--- config.mk ---
export PLATFORM = sky130hd
export DESIGN_NAME = uart_tx_frame
export DESIGN_NICKNAME = d
export VERILOG_FILES = /design/src/rtl/uart_tx_frame.sv
export SDC_FILE = /design/constraint.sdc
export NUM_CORES = 1
export LEC_CHECK = 0
export CAP_MARGIN = 25
export CORE_MARGIN = 8
export CORE_UTILIZATION = 55
export DETAILED_ROUTE_END_ITERATION = 6
export PLACE_DENSITY = 0.73
export SLEW_MARGIN = 30
export SYNTH_ARGS = -nofsm -noshare
export SYNTH_HDL_FRONTEND = slang
export SYNTH_SLANG_ARGS = --single-unit
--- constraint.sdc ---
create_clock -name clk -period 4.3 [get_ports clk]
set_clock_uncertainty 0.2 [all_clocks]
set_input_delay 0.43 -clock clk [delete_from_list [all_inputs] [get_ports clk]]
set_output_delay 0.43 -clock clk [all_outputs]
set_load 0.02 [all_outputs]
--- src/rtl/uart_tx_frame.sv ---
// UART transmit engine: TX FIFO feeding a framing FSM.
// The frame is start, 5..DATA_W data bits LSB first, optional parity, then 1 or 2 stop bits; break is also supported.
module uart_tx_frame #(
  parameter int unsigned DATA_W     = 8,
  parameter int unsigned FIFO_DEPTH = 16,
  parameter int unsigned CNT_W      = $clog2(FIFO_DEPTH) + 1
) (
  input  logic              clk,
  input  logic              reset_n,
  input  logic              xmit_pulse,
  input  logic              wr_en,
  input  logic [DATA_W-1:0] wr_data,
  input  logic [3:0]        data_len,
  input  logic              parity_en,
  input  logic              odd_n_even,
  input  logic              stop2,
  input  logic              send_break,
  output logic              tx,
  output logic              txrdy,
  output logic              tx_empty,
  output logic [CNT_W-1:0]  fifo_count,
  output logic              overflow
);

  localparam int unsigned      PTR_W    = $clog2(FIFO_DEPTH);
  localparam logic [3:0]       MIN_LEN  = 4'd5;
  localparam logic [3:0]       MAX_LEN  = 4'(DATA_W);
  localparam logic [CNT_W-1:0] FULL_CNT = CNT_W'(FIFO_DEPTH);

  typedef enum logic [2:0] {
    S_IDLE,
    S_START,
    S_DATA,
    S_PARITY,
    S_STOP1,
    S_STOP2,
    S_BREAK
  } state_e;

  // FIFO storage and bookkeeping
  logic [DATA_W-1:0] mem_q [FIFO_DEPTH];
  logic [PTR_W-1:0]  wr_ptr_q, wr_ptr_d;
  logic [PTR_W-1:0]  rd_ptr_q, rd_ptr_d;
  logic [CNT_W-1:0]  count_q, count_d;
  logic              fifo_full_c;
  logic              fifo_empty_c;
  logic              push_c;
  logic              pop_c;

  // Framing state
  state_e            state_q, state_d;
  logic              tx_q, tx_d;
  logic [DATA_W-1:0] shift_q, shift_d;
  logic [3:0]        bit_cnt_q, bit_cnt_d;
  logic              par_q, par_d;
  logic [3:0]        len_q, len_d;
  logic              par_en_q, par_en_d;
  logic              odd_q, odd_d;
  logic              stop2_q, stop2_d;
  logic              boundary_c;
  logic [3:0]        eff_len_c;

  // Registered status outputs
  logic              txrdy_q, txrdy_d;
  logic              tx_empty_q, tx_empty_d;
  logic              overflow_q, overflow_d;

  assign fifo_full_c  = (count_q == FULL_CNT);
  assign fifo_empty_c = (count_q == '0);
  // A pop frees the slot the same cycle, so a full FIFO still accepts a push alongside it.
  assign push_c       = wr_en && (!fifo_full_c || pop_c);

  assign eff_len_c = (data_len < MIN_LEN) ? MIN_LEN :
                     (data_len > MAX_LEN) ? MAX_LEN : data_len;

  always_comb begin
    wr_ptr_d = wr_ptr_q;
    rd_ptr_d = rd_ptr_q;
    count_d  = count_q;
    if (push_c) begin
      wr_ptr_d = wr_ptr_q + PTR_W'(1);
    end
    if (pop_c) begin
      rd_ptr_d = rd_ptr_q + PTR_W'(1);
    end
    unique case ({push_c, pop_c})
      2'b10:   count_d = count_q + CNT_W'(1);
      2'b01:   count_d = count_q - CNT_W'(1);
      default: count_d = count_q;
    endcase
  end

  always_ff @(posedge clk) begin
    if (push_c) begin
      mem_q[wr_ptr_q] <= wr_data;
    end
  end

  // Next-state and bit-level output; everything advances only on xmit_pulse.
  always_comb begin
    state_d    = state_q;
    tx_d       = tx_q;
    shift_d    = shift_q;
    bit_cnt_d  = bit_cnt_q;
    par_d      = par_q;
    len_d      = len_q;
    par_en_d   = par_en_q;
    odd_d      = odd_q;
    stop2_d    = stop2_q;
    pop_c      = 1'b0;
    boundary_c = 1'b0;

    if (xmit_pulse) begin
      unique case (state_q)
        S_IDLE: begin
          boundary_c = 1'b1;
        end
        S_START: begin
          state_d   = S_DATA;
          tx_d      = shift_q[0];
          par_d     = par_q ^ shift_q[0];
          shift_d   = {1'b0, shift_q[DATA_W-1:1]};
          bit_cnt_d = '0;
        end
        S_DATA: begin
          if (bit_cnt_q < 4'(len_q - 4'd1)) begin
            tx_d      = shift_q[0];
            par_d     = par_q ^ shift_q[0];
            shift_d   = {1'b0, shift_q[DATA_W-1:1]};
            bit_cnt_d = bit_cnt_q + 4'd1;
          end else if (par_en_q) begin
            state_d = S_PARITY;
            tx_d    = par_q ^ odd_q;
          end else begin
            state_d = S_STOP1;
            tx_d    = 1'b1;
          end
        end
        S_PARITY: begin
          state_d = S_STOP1;
          tx_d    = 1'b1;
        end
        S_STOP1: begin
          if (stop2_q) begin
            state_d = S_STOP2;
            tx_d    = 1'b1;
          end else begin
            boundary_c = 1'b1;
          end
        end
        S_STOP2: begin
          boundary_c = 1'b1;
        end
        S_BREAK: begin
          if (send_break) begin
            tx_d = 1'b0;
          end else begin
            state_d = S_IDLE;
            tx_d    = 1'b1;
          end
        end
        default: begin
          state_d = S_IDLE;
          tx_d    = 1'b1;
        end
      endcase

      // Frame boundary: break has priority, then the next queued word, else idle.
      if (boundary_c) begin
        if (send_break) begin
          state_d = S_BREAK;
          tx_d    = 1'b0;
        end else if (!fifo_empty_c) begin
          pop_c    = 1'b1;
          shift_d  = mem_q[rd_ptr_q];
          len_d    = eff_len_c;
          par_en_d = parity_en;
          odd_d    = odd_n_even;
          stop2_d  = stop2;
          par_d    = 1'b0;
          state_d  = S_START;
          tx_d     = 1'b0;
        end else begin
          state_d = S_IDLE;
          tx_d    = 1'b1;
        end
      end
    end
  end

  always_comb begin
    txrdy_d    = (count_d != FULL_CNT);
    tx_empty_d = (count_d == '0) && (state_d == S_IDLE);
    overflow_d = wr_en && fifo_full_c && !pop_c;
  end

  always_ff @(posedge clk or negedge reset_n) begin
    if (!reset_n) begin
      state_q    <= S_IDLE;
      tx_q       <= 1'b1;
      shift_q    <= '0;
      bit_cnt_q  <= '0;
      par_q      <= 1'b0;
      len_q      <= MAX_LEN;
      par_en_q   <= 1'b0;
      odd_q      <= 1'b0;
      stop2_q    <= 1'b0;
      wr_ptr_q   <= '0;
      rd_ptr_q   <= '0;
      count_q    <= '0;
      txrdy_q    <= 1'b1;
      tx_empty_q <= 1'b1;
      overflow_q <= 1'b0;
    end else begin
      state_q    <= state_d;
      tx_q       <= tx_d;
      shift_q    <= shift_d;
      bit_cnt_q  <= bit_cnt_d;
      par_q      <= par_d;
      len_q      <= len_d;
      par_en_q   <= par_en_d;
      odd_q      <= odd_d;
      stop2_q    <= stop2_d;
      wr_ptr_q   <= wr_ptr_d;
      rd_ptr_q   <= rd_ptr_d;
      count_q    <= count_d;
      txrdy_q    <= txrdy_d;
      tx_empty_q <= tx_empty_d;
      overflow_q <= overflow_d;
    end
  end

  assign tx         = tx_q;
  assign txrdy      = txrdy_q;
  assign tx_empty   = tx_empty_q;
  assign fifo_count = count_q;
  assign overflow   = overflow_q;

endmodule

---- Word level (Yosys, flattened, before mapping) ----
Memory sizes are Yosys's and may differ from the RTL's.
Index checks and enable logic that the tools add are counted.
Widths: inputs -> output; s select.
operators by class
  $add $sub $neg .......................... 6
  magnitude comparators ................... 3
  eq/ne operators ......................... 13
  muxes and demuxes ....................... 41
  bitwise operators ....................... 4
  reduce and logical (&&, ||, !) cells .... 16
operators with widths
  operator             count
  $mux 8               4
  $mux 3               7
  $mux 1               20
  $pmux 3 s6           1
  $pmux 8 s2           1
  $add 4x1->4 const B  3
  $mux 4               3
  $logic_not 5->1      2
  $pmux 5 s2           1
  $eq 3x3->1 const B   3
  $pmux 4 s2           1
  $eq 3x2->1 const B   2
  $logic_not 3->1      2
  $reduce_and 3->1     2
  $add 5x1->5 const B  1
  $eq 5x5->1 const B   1
  $ne 5x5->1 const B   1
  $pmux 1 s5           1
  $sub 5x1->5 const B  1
  $gt 4x4->1 const B   1
  $logic_and 1x1->1    4
  $lt 4x3->1 const B   1
  $lt 4x4->1           1
  $pmux 1 s2           2
  14 further kinds     17
storage, ports and cells
  register bits ........................... 40
  memory bits (writable) .................. 128
  bits of input ports ..................... 20
  word-level logic and storage cells ...... 99
  memories ................................ 1
memories
  memory  words  width  rd ports  clocked after Yosys merged registers in  wr ports  line  RTL
  mem_q   16     8      1         0                                        1         41    logic [DATA_W-1:0] mem_q [FIFO_DEPTH];

---- Logic depth before layout (Yosys ltp) ----
  depth in word-level cells ............... 12
  gate-level depth with buffers ........... 15

---- Least setup slack after synthesis ----
OpenSTA, ideal clock, no wires.
  path kind ............................... flip-flop to flip-flop
  start point ............................. register state_q[2]
  end point ............................... register tx_empty_q, in the netlist tx_empty
  library setup time ...................... 101 ps
  arrival ................................. 2746 ps
  required time ........................... 3999 ps
  slack ................................... 1254 ps
  stages on the path, launching flop included .. 15
  buffers on the path ..................... 0
  period minus slack after synthesis ...... 3046 ps
  cells stage by stage .................... dfrtp_1 > and3b_1 > nor4_4 > and2_1 > o21a_4 > inv_4 > ha_1 > xor2_1 > ha_1 > a21o_1 > nand2_1 > a21o_1 > a31oi_1 > xor2_1 > nor4b_1
between the ends
  word-level cells in the longest chain between the ends .. 12
RTL lines
  element                                        line  RTL
  start: declaration                             51    state_e state_q, state_d;
  start signal: assignment                       215   state_q <= state_d;
  $eq 3x3->1 or $logic_not 3->1 (tied branches)  114   unique case (state_q)
  $reduce_or 2->1 (no line)                      n/a
  $pmux 1 s2 *                                   114
  $mux 1 *                                       113   if (xmit_pulse) begin
  $mux 1 *                                       169   if (boundary_c) begin
  $mux 1 *                                       113
  $logic_or 1x1->1                               71    assign push_c = wr_en && (!fifo_full_c || pop_c);
  $logic_and 1x1->1                              71
  $eq 2x1->1 or $eq 2x2->1 (tied branches)       86    unique case ({push_c, pop_c})
  $pmux 5 s2 *                                   86
  net count_d[4]                                 44    logic [CNT_W-1:0] count_q, count_d;
  $logic_not 5->1 *                              193   tx_empty_d = (count_d == '0) && (state_d == S_IDLE);
  $logic_and 1x1->1 *                            193
  net tx_empty_d                                 65    logic tx_empty_q, tx_empty_d;
  end signal: assignment                         228   tx_empty_q <= tx_empty_d;
  end: declaration                               65
Mark *: on every way through the listed nets, which the timed path passes. The rest lies on a longest branch. The select of a mux whose other input is x is not followed.
A chain may end at the register's enable or synchronous reset.

---- Worst setup path after layout ----
Ends and elaborated chain as after synthesis.

==> results.yml <==
sta:
  fmax_mhz: 295.5
  setup_tns_ps: 0
  setup_slack_ps: 915.3
  hold_viol: 0
  rsz0062_at_grt: "false"
  fin_crit_sh: 0.7871
  setup_viol: 0
  finalMaxSlewViolations: 0
  worstMarginPinSlew_ps: 722.3
  slew_headroom: 0.5156
  holdWs_ps: 275.0
  period_needed_ps: 3385
floorplan:
  std_cell_rows: 41
  die_w_um: 130.0
  pin_count: 29
  core-area_um2: 12670
  die_area_um2: 16910
  start_util: 0.5643
  die_y_um: 130.0
yosys:
  ys_async_sr_fraction: 0.2381
  ys_seq_area_frac: 0.6782
  netlist_instances: 445
  synthFlopType: "edfxtp_1"
  ys_warn_count: 0
  syn_nets: 478
  synth_edf_count: 128
  syn_area_um2: 7151
  synth.ff_latch_count: 168
  synth.distinct_cells: 53
  syn_area_per_cell_um2: 16.07
drt:
  routedWlPerCell_um: 20.93
  postRouteAntennaNets: 0
  via_count: 4003
  drtIter0Drc: 329
  first_pass_iters: 5
  drcViolationCount: 0
  wl_mm: 14.06
  viasPerCell: 5.957
global_routing:
  gr-usage-all-layers: 0.1818
  grt_start_max_net_pins: 41
  grt_pass1_vias: 4095
  grt_antenna_before_repair: 0
  grt_pass1_wl_mm: 22.34
  overflow: 0
hold_path:
  hp-class: "register to register"
  worstHoldEndpoint: "len_q[3]"
  hold_depth: 2
  hp-start: "len_q[3]"
clock_tree:
  clk_pin_slew_ps: 60
  clk_latency_ps: 420
  cts_buffers: 17
  cts_buffer_depth: 2
  cts-root-buf: "clkbuf_16"
  htreeDepth: 4
  cts_sinks: 168
  cts_resized: 0
  cts_tree: "done"
pwr:
  power.total_mw: 5.433
  p_comb_frac: 0.277
  power.internal_mw: 3.745
  power.switching_mw: 1.689
  p_sw_frac: 0.3108
  leakage_nw: 2.888
  power_frac_clock: 0.275
  max-vdd-ir-drop_mv: 0.3465
  p_per_area_nw_per_um2: 658.5
  pwr-share-seq: 0.448
worst_setup_path:
  cp_data_required_time_ps: 4420
  reg2reg_slack_ps: 920
  crit_arrival_ps: 3510
  reg2reg_depth: 14
  crit_path_start_kind: "register"
  crit_fanout: 8
  critPathKind: "register to register"
  rr_startpoint: "state_q[2]"
  r2r_end: "tx_empty"
  end_kind: "register"
place:
  pre_cts_slack_ps: 625.6
  dp_hpwl_mm: 8.831
  dp_cells: 639
  gp_congestion: 0.8497
  port_buffers: 28
cells_and_area:
  layout.nets: 520
  drive_gt1_frac: 0.1960
  syn_to_final_growth_pct: 15.38
  final_cells: 672
  num_antenna_cells: 0
status:
  status: "complete, no violations"
flow_run:
  max_cap_viol_count: 0
layout by cell type, fill, tap and decap left out, types with 3 or more instances in the layout:
master / Yosys / layout
nor2_1: 17 / 17
o22ai_1: 8 / 8
a31oi_1: 3 / 3
ha_1: 13 / 13
nor2b_1: 3 / 3
bufinv_16: 0 / 3
nor3_1: 4 / 4
mux2i_1: 6 / 6
nand2_1: 37 / 37
inv_1: 17 / 17
xnor2_1: 13 / 13
clkbuf_16: 0 / 17
nand3b_1: 3 / 3
dfstp_2: 4 / 4
nand3_1: 12 / 12
mux2_2: 7 / 7
nor3b_1: 3 / 3
mux4_2: 34 / 34
xor2_1: 3 / 3
buf_4: 0 / 14
o21ai_0: 17 / 17
dfrtp_1: 36 / 33
and2_1: 9 / 9
a21oi_1: 11 / 11
clkinv_2: 0 / 3
edfxtp_1: 128 / 128
clkdlybuf4s50_1: 0 / 27
clkinv_1: 0 / 5
nor4_1: 4 / 4
power groups by stage:
stage / Combinational (mW) / Clock [mW] / Sequential, mW
3_3_place_gp: 1.47 / 0 / 2.45
4_1_cts: 1.52 / 1.52 / 2.44
3_5_place_dp: 1.51 / 0 / 2.46
6_report: 1.50 / 1.50 / 2.43
5_1_grt: 1.65 / 1.58 / 2.49
2_1_floorplan: 1.25 / 0 / 2.25
final cells by class:
class	count	area [um^2]
Clock inverter	15	156.4
Tap cell	172	215.2
Fill cell	917	4420
Clock buffer	17	425.4
Multi-Input combinational cell	240	2142
Timing Repair Buffer	42	385.4
Inverter	18	70.07
Sequential cell	168	4856
registers in the layout, indices dropped and copies added, names as in the netlist:
name        cells
bit_cnt_q       4
shift_q         8
fifo_count      5
tx_empty        1
stop2_q         1
len_q           4
par_q           1
rd_ptr_q        4
par_en_q        1
tx              1
mem_q         128
state_q         3
txrdy           1
overflow        1
odd_q           1
wr_ptr_q        4
repair_timing:
item	4_1_cts	5_1_grt
setup buffers	0	0
endpoints found under the setup margin	0	0
hold buffers	1	0
endpoints found under the hold margin	36	0
metrics by stage:
stage / cell area (um^2) / util
2_1_floorplan: 7151 / -
3_3_place_gp: 7651 / 0.6038
3_5_place_dp: 7652 / 0.6039
4_1_cts: 8244 / 0.6506
5_1_grt: 8250 / 0.6511
6_report: 8250 / 0.6511
synthesized netlist by cell type (all sizes together) (9+ instances only):
library cell,number,area [um^2]
a21oi,11,55.05
and2,9,56.30
buf,11,58.81
dfrtp,36,900.9
edfxtp,128,3844
ha,13,162.7
inv,18,70.07
mux4,34,765.7
nand2,38,145.1
nand3,12,60.06
nor2,17,63.81
o21ai,17,85.08
xnor2,13,113.9
cells by family (layout without fill, tap and decap cells):
kind of cell / after synthesis / in the layout / synth area share
flip-flops: 168 / 168 / 0.6782
XOR/XNOR: 16 / 16 / 0.01960
AO/OA/AOI/OAI: 55 / 55 / 0.04917
adder cells (fa/ha/maj): 13 / 13 / 0.02275
buffers and inverters: 37 / 92 / 0.02222
AND/OR/NAND/NOR: 109 / 109 / 0.08154
multiplexers: 47 / 47 / 0.1265
worst max-delay path, cell delays in order, from the launching register on:
cell and delay, ps:
dfrtp_1 460, and3b_1 250, nor4_4 280, and2_1 190, o21a_4 180, inv_4 70, ha_1 280, xor2_1 170
ha_1 250, a21o_1 150, nand2_1 60, a21o_1 160, a31oi_1 150, xor2_1 120, nor4b_1 310
metal layers:
metal	GRT usage	part of all wire	up-vias
met5	0	0	-
met4	0.09153	0.027	0
met3	0.04202	0.046	35
met2	0.2934	0.49	110
met1	0.2268	0.43	2065
li1	-	-	1793
worst max path at each step:
stage,startpoint,end,slack [ps],depth (start not counted)
after CTS,state_q[2],tx_empty,910,14
after global placement,send_break,tx_empty,770,14
after detailed placement,send_break,tx_empty,630,14
after floorplan,state_q[2],tx_empty,1250,14
final,state_q[2],tx_empty,920,14
after global routing,state_q[2],tx_empty,620,14
No activity file was read; power rests on OpenSTA's default activity.
==> edit 1 (same settings) <==
`shift_q` no longer has a reset.
--- a/src/rtl/uart_tx_frame.sv
+++ b/src/rtl/uart_tx_frame.sv
@@ -198,7 +198,6 @@
     if (!reset_n) begin
       state_q    <= S_IDLE;
       tx_q       <= 1'b1;
-      shift_q    <= '0;
       bit_cnt_q  <= '0;
       par_q      <= 1'b0;
       len_q      <= MAX_LEN;
@@ -214,7 +213,6 @@
     end else begin
       state_q    <= state_d;
       tx_q       <= tx_d;
-      shift_q    <= shift_d;
       bit_cnt_q  <= bit_cnt_d;
       par_q      <= par_d;
       len_q      <= len_d;
@@ -230,6 +228,10 @@
     end
   end
 
+  always_ff @(posedge clk) begin
+    shift_q <= shift_d;
+  end
+
   assign tx         = tx_q;
   assign txrdy      = txrdy_q;
   assign tx_empty   = tx_empty_q;
Function: no difference found for any inputs over 4 cycles, from zero or initial values and one cycle with reset_n low; that may be too few to reach the edited logic, so the function may still have changed.
==> edit 1 against the original RTL <==
Worst setup slack got worse by 230 ps. Global-route usage fell by 0.092 points. Die area rose by 1.2%. Clock power rose by 3%. Area after synthesis rose by 1.3%. Sequential cell count did not move. Critical path depth did not move. Design area rose by 1.1%. Via count fell by 2.0%. Worst hold slack got worse by 65 ps. Total power rose by 3.6%. Routed wire length rose by 0.78%. Critical path type unchanged. Largest cell class unchanged.
==> edit 1: results (changes against the original RTL) <==
Status
  – Outcome: finished, final reports clean

Finish
  – Nets: 503 (-3.3%)
  – Layout cells sized above 1: 20.91% (+1.3 points)
  – # fillers: 945 (+3.1%)

Synth
  – Post-synth EDFFs: 136 (+6.3%)
  – Async set-reset flop share out of synthesis: 19.05% (-4.8 points)
  – Synth cell types: 56 (+5.7%)
  – Synth Area in XOR/XNOR: 1.813% (-0.15 points)
  – Fraction of the mapped netlist area in compound gates: 4.663% (-0.25 points)
  – Synth area leaders: edfxtp_1 (56%), mux4_2 (12%), dfrtp_1 (9.7%)
  – Commonest cells post-synth: edfxtp_1 (136), mux4_2 (40), dfrtp_1 (28)
  – Syn Nets: 464 (-2.9%)
  – Mux share of post-synthesis cell area: 14.32% (+1.7 points)

GRT
  – First-pass GRT wire length: 22250 um (-0.40%)
  – Gr usage total: 18.08% (-0.092 points)
  – Vias in the first global route: 4016 (-1.9%)
  – Largest net degree at the start of global routing: 36 (-12%)

Worst setup path
  – CP max stage delay: 490 ps (+30 ps)
  – CP Max Fanout: 10 (+2)

Route
  – Iter 0 DRT Violations: 366 (+11%)
  – Detailed Route WL: 14170 um (+0.78%)
  – Via count: 3923 (-2.0%)

Place
  – DPL Wire Length: 8990 um (+1.8%)

Pwr
  – Leak pwr: 2.885 nW (about the same)

Min path
  – Hold Path Class: input port to asynchronous set/reset pin

STA
  – Worst-margin pin slew: 860.6 ps (+138.3 ps)
[edit 1: power by group]
group          switching, W  internal [W]
Combinational      0.000744      0.000854
Clock              0.000667      0.000880
Sequential         0.000398       0.00209
[edit 1: path summary, 6_finish.rpt]
| path | from | endpoint | slack (ps) | cells past startpoint |
|---|---|---|---|---|
| worst max-delay path | state_q[2]$_DFF_PN0_ | tx_empty$_DFF_PN1_ | 690 | 14 |
| min in group clk | tx$_DFFE_PN1P_ | tx$_DFFE_PN1P_ | 290 | 2 |
| max in group asynchronous | reset_n | tx$_DFFE_PN1P_ | 3360 | 2 |
| worst min register to register | tx$_DFFE_PN1P_ | tx$_DFFE_PN1P_ | 290 | 2 |
| worst max register to register | state_q[2]$_DFF_PN0_ | tx_empty$_DFF_PN1_ | 690 | 14 |
| worst min-delay path | reset_n | fifo_count[0]$_DFF_PN0_ | 210 | 2 |
[edit 1: critical path: cells and delay by family (launching register included)]
kind,cells,cell delay (ps)
buf+inv,1,90
simple gates,5,900
xor+xnor,3,510
compound gates,3,800
fa+ha+maj,2,530
flops,1,490
[edit 1: area by class of cell]
cell class              instances  share of cell area [%]
flip-flops and latches        168                   58.63
repair buffers                 42                   4.618
multi-input cells             224                   26.06
inverters                      17                  0.7647
clock inverters                15                   2.189
well taps                     176                   2.639
clock buffers                  17                   5.098
[edit 1: through the flow]
stage               hold WS (ps)  setup WS [ps]  instances  utilization [%]  instance area, um2
floorplan                 -65.59           1001        431                -                7244
detailed placement         280.4          496.9        627            59.36                7736
global route               245.1          442.1        659            64.03                8344
finish                     209.8          690.2        659            64.03                8344
global placement           283.6          611.4        627            59.36                7736
CTS                        205.1          726.2        659            64.03                8344
[edit 1: cell families after synthesis]
group / count (synthesis)
buf+inv: 39
compound gates: 48
xor+xnor: 15
fa+ha+maj: 13
simple gates: 95
flops: 168
mux: 53
[edit 1: metal layers]
layer,GRT usage (%),share of wire (%),routed length [um],up-vias
li1,-,-,-,1761
met2,29.40,51,7212,138
met5,0,0,0,-
met3,4.870,6.1,862,34
met4,8.980,2.8,390,0
met1,22.03,40,5707,1990
==> edit 2 (same settings) <==
Made on the original files. `DATA_W`: 8 -> 6.
--- a/src/rtl/uart_tx_frame.sv
+++ b/src/rtl/uart_tx_frame.sv
@@ -1,7 +1,7 @@
 // UART transmit engine: TX FIFO feeding a framing FSM.
 // The frame is start, 5..DATA_W data bits LSB first, optional parity, then 1 or 2 stop bits; break is also supported.
 module uart_tx_frame #(
-  parameter int unsigned DATA_W     = 8,
+  parameter int unsigned DATA_W     = 6,
   parameter int unsigned FIFO_DEPTH = 16,
   parameter int unsigned CNT_W      = $clog2(FIFO_DEPTH) + 1
 ) (
Interface: changed (resized wr_data); port bits go from 29 to 27. The function was not compared with the original's and may differ.
==> edit 2 against the original RTL <==
The flow now finishes with violations (design-rule violations). Clock power is 5% lower. Final cell count is 16% lower. Global-route usage is 1.8 points lower. Area after synthesis is 16% lower. First-iteration DRC count is 8.5% higher. Via count is 16% lower. Total power is 15% lower. Sequential power is 22% lower. Design area is 16% lower. Synthesized cell count is 15% lower. Worst hold slack better by 23 ps. Worst setup slack worse by 160 ps. Sequential cell count is 34 lower. Routed wire length is 21% lower. Largest power group unchanged.
==> edit 2: results (changes against the original RTL) <==
GRT
  – Met2 usage: 26.12% (-3.2 points)
  – Largest net degree at the start of global routing: 39 (-4.9%)
  – Vias in the first global route: 3467 (-15%)

STA
  – Worst-margin pin slew: 845.6 ps (+123.3 ps)

Synth
  – Post-synth EDFFs: 96 (-25%)
  – Async set-reset flop share out of synthesis: 28.36% (+4.5 points)
  – Synth area leaders: edfxtp_1 (48%), dfrtp_1 (14%), mux4_2 (6.7%)
  – Commonest cells post-synth: edfxtp_1 (96), dfrtp_1 (33), mux4_2 (18), nor2_1 (18), nand2_1 (15)

Route
  – DRC errors left: 2 (+2)
  – Met3 wire length: 594 um (-7.9%)
  – DR pass1 iterations: 7 (+2)

Worst setup path
  – CP Max Fanout: 12 (+4)
  – Critical path arrival: 3770 ps (+260 ps)
  – CP max stage delay: 540 ps (+80 ps)

Finish
  – Nonclk inv count: 14 (-4)
  – #MultiIn Comb: 209 (-13%)
  – Layout cells sized above 1: 19.67% (+0.068 points)
  – Number of flip-flops in the largest register: 96 (-25%)
  – # fillers: 743 (-19%)
  – Nets: 440 (-15%)
  – Buffering overhead: 4.416% (-0.26 points)
  – Storage cell area: 3841 um2 (-21%)
  – Bufs w/o clock: 33 (-21%)

Clock tree
  – Clock sink total: 134 (-20%)
  – Skew-Pair Late Insertion Delay: 520 ps (+100 ps)
  – CTS root buffer: clkbuf_8

Place
  – GPL Wtd Cong: 0.8233 (-3.1%)
  – Count of buffers from port buffering: 25 (-11%)

Status
  – Outcome: finished, violations left
  – Failing checks: design-rule violations

Pwr
  – Clock Power Share: 30.8% (+3.3 points)
  – Leak pwr: 2.490 nW (-14%)
==> edit 2: through the flow <==
| step | std cells | power [W] | cell area, um2 | setup slack (ps) |
|---|---|---|---|---|
| after floorplan | 377 | 0.002904 | 6038 | 785.6 |
| after global placement | 529 | 0.003176 | 6367 | 577.9 |
| after detailed placement | 529 | 0.003226 | 6369 | 478.6 |
| after CTS | 562 | 0.004666 | 6970 | 746.5 |
| after global routing | 562 | 0.004861 | 6970 | 379.0 |
| final | 562 | 0.004630 | 6970 | 758.6 |
==> edit 2: logic make-up after synthesis <==
logic type | after synthesis | synth area share [%]
multiplexers | 38 | 13.39
adder cells (fa/ha/maj) | 13 | 2.694
flip-flops | 134 | 63.59
AND/OR/NAND/NOR | 93 | 8.558
AO/OA/AOI/OAI | 53 | 6.776
XOR/XNOR | 12 | 1.741
buffers and inverters | 34 | 3.253
==> edit 2: final timing paths <==
check | startpoint | to | slack (ps) | cells past startpoint
min in group asynchronous | reset_n | odd_q$_DFFE_PN0P_ | 360 | 2
min reg2reg | par_q$_DFFE_PN0P_ | par_q$_DFFE_PN0P_ | 300 | 1
max reg2reg | state_q[0]$_DFF_PN0_ | tx_empty$_DFF_PN1_ | 760 | 12
max | state_q[0]$_DFF_PN0_ | tx_empty$_DFF_PN1_ | 760 | 12
max in group asynchronous | reset_n | rd_ptr_q[1]$_DFFE_PN0P_ | 2960 | 2
min | par_q$_DFFE_PN0P_ | par_q$_DFFE_PN0P_ | 300 | 1
==> edit 2: what timing repair did <==
action / CTS / global route
gates resized for setup: 0 / 0
buffers inserted: 0 / 0
setup endpoints to repair: 0 / 0
endpoints found under the hold margin: 33 / 0
hold buffers: 1 / 0
